`src/rtl/tff_counter_if.sv`:
```
// rtl/tff_counter_if.sv - control/data bundle for the tff_counter block
//
// Purpose: groups the per-cycle control inputs and registered outputs of
//          tff_counter so a driver and the counter share one connection.
// Signals:
//   en       enable for count or toggle operation
//   mode     0 = counter, 1 = toggle bank
//   up       count direction in counter mode (1 = up, 0 = down)
//   t        per-bit toggle mask (toggle mode only)
//   load     parallel load strobe
//   load_val parallel load value
//   q        registered state
//   tc       registered terminal-count pulse
// Modports: master drives controls and observes q/tc; slave is the counter.
interface tff_counter_if #(
   parameter int WIDTH = 8
);
   logic             en;
   logic             mode;
   logic             up;
   logic [WIDTH-1:0] t;
   logic             load;
   logic [WIDTH-1:0] load_val;
   logic [WIDTH-1:0] q;
   logic             tc;

   modport master (
      output en, mode, up, t, load, load_val,
      input  q, tc
   );

   modport slave (
      input  en, mode, up, t, load, load_val,
      output q, tc
   );
endinterface

```
`src/rtl/tff_counter.sv`:
```
// rtl/tff_counter.sv - bounded up/down counter with a T flip-flop toggle bank
//
// Purpose: WIDTH-bit state register that either counts between 0 and
//          MAX_COUNT or toggles bits selected by a mask. A registered tc
//          pulse marks the cycle in which q shows a boundary event.
// Ports:
//   clk    clock, all state updates on the rising edge
//   reset  synchronous active-low reset (clears q and tc)
//   bus    tff_counter_if.slave: en, mode, up, t, load, load_val in;
//          q, tc out (both registered, one clock latency)
// Configuration:
//   TFF_COUNTER_SAT_EN undefined -> boundary events wrap (0 <-> MAX_COUNT)
//   TFF_COUNTER_SAT_EN defined   -> boundary events saturate
//   Toggle mode and load behave identically in both builds.
module tff_counter #(
   parameter int WIDTH     = 8,
   parameter int MAX_COUNT = 255
) (
   input  logic              clk,
   input  logic              reset,
   tff_counter_if.slave      bus
);

   localparam logic [WIDTH-1:0] MAX_Q  = WIDTH'(MAX_COUNT);
   localparam logic [WIDTH-1:0] ONE_Q  = WIDTH'(1);
   localparam logic [WIDTH-1:0] ZERO_Q = '0;

   logic [WIDTH-1:0] q_q, q_d;
   logic             tc_q, tc_d;

   // Priority: load > en > hold (reset is handled in the register stage).
   always_comb begin
      q_d  = q_q;
      tc_d = 1'b0;
      if (bus.load) begin
         q_d = (bus.load_val > MAX_Q) ? MAX_Q : bus.load_val;
      end else if (bus.en) begin
         if (bus.mode) begin
            // Toggle bank may leave q above MAX_COUNT; the next up count
            // treats that as a boundary event.
            q_d = q_q ^ bus.t;
         end else if (bus.up) begin
            if (q_q >= MAX_Q) begin
               tc_d = 1'b1;
`ifdef TFF_COUNTER_SAT_EN
               q_d  = MAX_Q;
`else
               q_d  = ZERO_Q;
`endif
            end else begin
               q_d = q_q + ONE_Q;
            end
         end else begin
            if (q_q == ZERO_Q) begin
               tc_d = 1'b1;
`ifdef TFF_COUNTER_SAT_EN
               q_d  = ZERO_Q;
`else
               q_d  = MAX_Q;
`endif
            end else begin
               q_d = q_q - ONE_Q;
            end
         end
      end
   end

   always_ff @(posedge clk) begin
      if (!reset) begin
         q_q  <= ZERO_Q;
         tc_q <= 1'b0;
      end else begin
         q_q  <= q_d;
         tc_q <= tc_d;
      end
   end

   assign bus.q  = q_q;
   assign bus.tc = tc_q;

endmodule

```
`src/flat_wrapper.sv`:
```
// flat-port wrapper written by rule: the top's interface ports become plain ports
module tff_counter_flat 
#(
   parameter int WIDTH     = 8,
   parameter int MAX_COUNT = 255
)
  (clk, reset, bus_en, bus_mode, bus_up, bus_t, bus_load, bus_load_val, bus_q, bus_tc);
  tff_counter_if #(.WIDTH(WIDTH)) bus_i ();
  input  logic clk;
  input  logic reset;
  input wire logic [$bits(bus_i.en)-1:0] bus_en;
  input wire logic [$bits(bus_i.mode)-1:0] bus_mode;
  input wire logic [$bits(bus_i.up)-1:0] bus_up;
  input wire logic [$bits(bus_i.t)-1:0] bus_t;
  input wire logic [$bits(bus_i.load)-1:0] bus_load;
  input wire logic [$bits(bus_i.load_val)-1:0] bus_load_val;
  output wire logic [$bits(bus_i.q)-1:0] bus_q;
  output wire logic [$bits(bus_i.tc)-1:0] bus_tc;
  assign bus_i.en = bus_en;
  assign bus_i.mode = bus_mode;
  assign bus_i.up = bus_up;
  assign bus_i.t = bus_t;
  assign bus_i.load = bus_load;
  assign bus_i.load_val = bus_load_val;
  assign bus_q = bus_i.q;
  assign bus_tc = bus_i.tc;
  tff_counter #(.WIDTH(WIDTH), .MAX_COUNT(MAX_COUNT)) u_core (.clk(clk), .reset(reset), .bus(bus_i));
endmodule
```
`config.mk`:
```
export PLATFORM = sky130hd
export DESIGN_NAME = tff_counter_flat
export DESIGN_NICKNAME = d
export VERILOG_FILES = /design/src/rtl/tff_counter_if.sv /design/src/rtl/tff_counter.sv /design/src/flat_wrapper.sv
export SDC_FILE = /design/constraint.sdc
export NUM_CORES = 1
export LEC_CHECK = 0
export BUFFER_PORTS_ARGS = -buffer_cell sky130_fd_sc_hd__buf_2
export CORE_MARGIN = 2
export CORE_UTILIZATION = 45
export DETAILED_ROUTE_END_ITERATION = 8
export HOLD_SLACK_MARGIN = 0.08
export PLACE_DENSITY = 0.75
export SLEW_MARGIN = 5
export SYNTH_ARGS = -nofsm -noshare
export SYNTH_HDL_FRONTEND = slang
export SYNTH_SLANG_ARGS = --single-unit
```
`constraint.sdc`:
```
create_clock -name clk -period 1.7 [get_ports clk]
set_clock_uncertainty 0.2 [all_clocks]
set_input_delay 0 -clock clk [delete_from_list [all_inputs] [get_ports clk]]
set_output_delay 0 -clock clk [all_outputs]
set_load 0.05 [all_outputs]
```
==> summary.txt <==
Critical path
  • RR Endpoint: u_core.bus.q[7]
  • R2r setup slk: 0.004 ns
  • CP Class: reg -> reg
  • CP Capture Type: flop
  • CP max FO: 6
  • CP Data Required Time: 1.67 ns
  • Crit path launch type: flop
  • Path depth of the worst reg2reg path: 5
  • Critical path arrival: 1.66 ns
  • Reg2reg start: u_core.bus.q[0]

Yosys
  • Count of cell types in the netlist: 50
  • Average size of a mapped cell: 7.859 sq um
  • Main synth FF type: dfxtp_1
  • Synthesized Nets: 153
  • Gate Count Post-Synth: 128
  • FF+latch count, synth: 9
  • Ys Warns: 0
  • Ys async rst share: 0
  • Sequential cell area fraction in the yosys report: 0.1791
  • Post-synth EDFFs: 0
  • Cell Area, Synth: 1006 sq um

Layout
  • Nets: 213
  • Synthesis-to-finish area growth: 58.09%
  • Antenna Cells: 0
  • Commonest non-fill, non-tap cells in the layout: buf_2, dlygate4sd3_1, a21oi_1
  • Share of cells above drive strength 1: 0.3850
  • Commonest non-fill, non-tap cell in the layout: buf_2
  • Final core occ: 0.7330

Clock tree
  • Worst-Skew Late Latency: 0.28 ns
  • CTS Buf Count: 3
  • CTS H-tree depth: 1
  • CTS tree: built
  • # clock sinks: 9
  • Clk root buf: clkbuf_4
  • Clock transition at path regs: 0.08 ns
  • Clock Tree Buf Depth: 2

STA
  • Tcrit/Tclk final: 0.9974
  • Fin worst setup slack: 0.004480 ns
  • Worst Tran Pin Value: 0.3779 ns
  • Fin crit period: 1.696 ns
  • Max-slew headroom: 0.7481
  • Max Clk Rate: 0.5898 GHz
  • Count of pins over their slew limit: 0
  • RSZ-0062 raised after global routing: true
  • Hold Fails Final Rpt: 0
  • Setup Viol. Count Final: 0

Route
  • Post-route ant nets: 0
  • WL/cell: 15.14 um
  • Via density: 5.726
  • Drc violations: 0
  • Metal3 WL: 222 um
  • Top sig layer: met4
  • Met2 WL post-DR: 1654 um
  • Iteration-0 DRC Markers: 26
  • Vias: 1231
  • WL final: 3255 um
  • DRT met1 WL: 1285 um
  • 1st-pass router iterations: 4

GRT
  • Initial antenna violation count: 0
  • Largest net degree at the start of global routing: 20
  • First-pass GRT wire length: 5188 um
  • Final global-route overflow total: 0
  • Vias in the first global route: 1226
  • Tot GR Track Use: 0.2576

Pwr
  • Pleak: 0.6406 nW
  • Pwr/cell area: 554.8 nW/um^2
  • Peak supply drop: 0.5150 mV

Worst hold path
  • Hold WC Path Type: in -> reg
  • Hold Startpoint: bus_load
  • Hold endpoint: u_core.bus.q[7]
  • WHS Path Cells: 4

Job
  • Total of max-cap violations: 0

Floorplan
  • I/O pin cnt: 31
  • Core box area: 2170 sq um
  • Initial Util: 0.4637
  • Num rows: 17
  • Die W: 51.28 um
  • Die extent in y: 51.28 um
  • Die area: 2630 sq um

Place
  • HPWL after DPL: 2092 um
  • Dpl ws: -0.01123 ns
  • Gpl congestion: 0.8567
  • PortBufs: 30

Outcome
  • Status: completed
[Yosys cell counts (all sizes together) (3+ instances only)]
cell / number / area, sq um
xnor2: 7 / 61.31
nor2: 6 / 22.52
buf: 6 / 42.54
o21ai: 9 / 45.04
nor3b: 4 / 30.03
clkbuf: 6 / 33.77
ha: 3 / 37.54
xor2: 4 / 35.03
inv: 5 / 18.77
nor3: 5 / 30.03
a21oi: 15 / 78.83
nand2b: 4 / 25.02
nand2: 6 / 22.52
a31oi: 3 / 18.77
nand3: 4 / 32.53
dfxtp: 9 / 180.2
[power breakdown]
group	total [W]	switching, W	internal (W)
registers	0.000274	0.0000461	0.000228
clock network	0.000187	0.0000956	0.0000911
logic	0.000422	0.000216	0.000205
total	0.000882	0.000358	0.000524
[flip-flops by register name, summed over array words and instances (netlist names)]
signal	count
u_core.bus.tc	1
u_core.bus.q	8
[final cells by class]
type	instances	area, sq um
sequential	9	205.2
multi-input combinational	102	798.3
clock buffer	4	26.28
tap	28	35.03
fill	167	579.3
timing repair buffer	67	496.7
inverter	5	28.78
[worst max-delay path by stage]
stage                     from              end  slack (ns)  cells past startpoint
6_report       u_core.bus.q[0]  u_core.bus.q[7]       0.004                      5
5_1_grt        u_core.bus.q[0]  u_core.bus.q[0]       -0.07                      5
4_1_cts        u_core.bus.q[1]  u_core.bus.q[2]       0.008                      6
3_5_place_dp   u_core.bus.q[1]  u_core.bus.q[2]       -0.01                      6
3_3_place_gp   u_core.bus.q[0]  u_core.bus.q[0]       0.004                      5
2_1_floorplan  u_core.bus.q[0]  u_core.bus.q[1]       -0.05                      7
[worst max-delay path, cell delays in order (launching register included)]
cell and delay [ns]:
dfxtp_4 0.41, ha_2 0.23, a21oi_1 0.04, or3_1 0.34, a221oi_2 0.29, nor4_1 0.07
[repair_timing]
| action | 4_1_cts | 5_1_grt |
|---|---|---|
| setup buffers | 1 | 6 |
| setup endpoints to repair | 2 | 8 |
| gates resized for setup | 1 | 12 |
| hold buffers | 24 | 0 |
| pin swaps | 0 | 1 |
| endpoints found under the hold margin | 9 | 0 |
[kinds of logic (layout without fill, tap and decap cells)]
kind of cell	count (synthesis)	in the layout	synth area share
buffers and inverters	17	76	0.09452
AOI/OAI and AO/OA	45	45	0.2985
DFF	9	9	0.1791
xor gates and xnor gates	11	11	0.09577
muxes	1	1	0.009951
adders and majority gates	3	3	0.03732
and+or+nand+nor	42	42	0.2848
[layer usage]
| metal | vias up | GRT usage |
|---|---|---|
| met4 | 0 | 0.1360 |
| li1 | 593 | - |
| met3 | 11 | 0.03801 |
| met5 | - | 0 |
| met2 | 69 | 0.4545 |
| met1 | 558 | 0.2979 |
[stage by stage]
stage	power (W)	instance area, sq um	cells	TNS, ns	hold WS (ns)
6_report	0.0008822	1590	215	0	0.1219
5_1_grt	0.0009260	1590	215	-0.1026	0.1632
4_1_cts	0.0008506	1513	209	0	0.08350
3_5_place_dp	0.0006147	1230	180	-0.01123	0.05643
3_3_place_gp	0.0006024	1230	180	0	0.04668
2_1_floorplan	0.0005360	1085	128	-0.1073	-0.07162
Power figures use the tool's default switching activity.
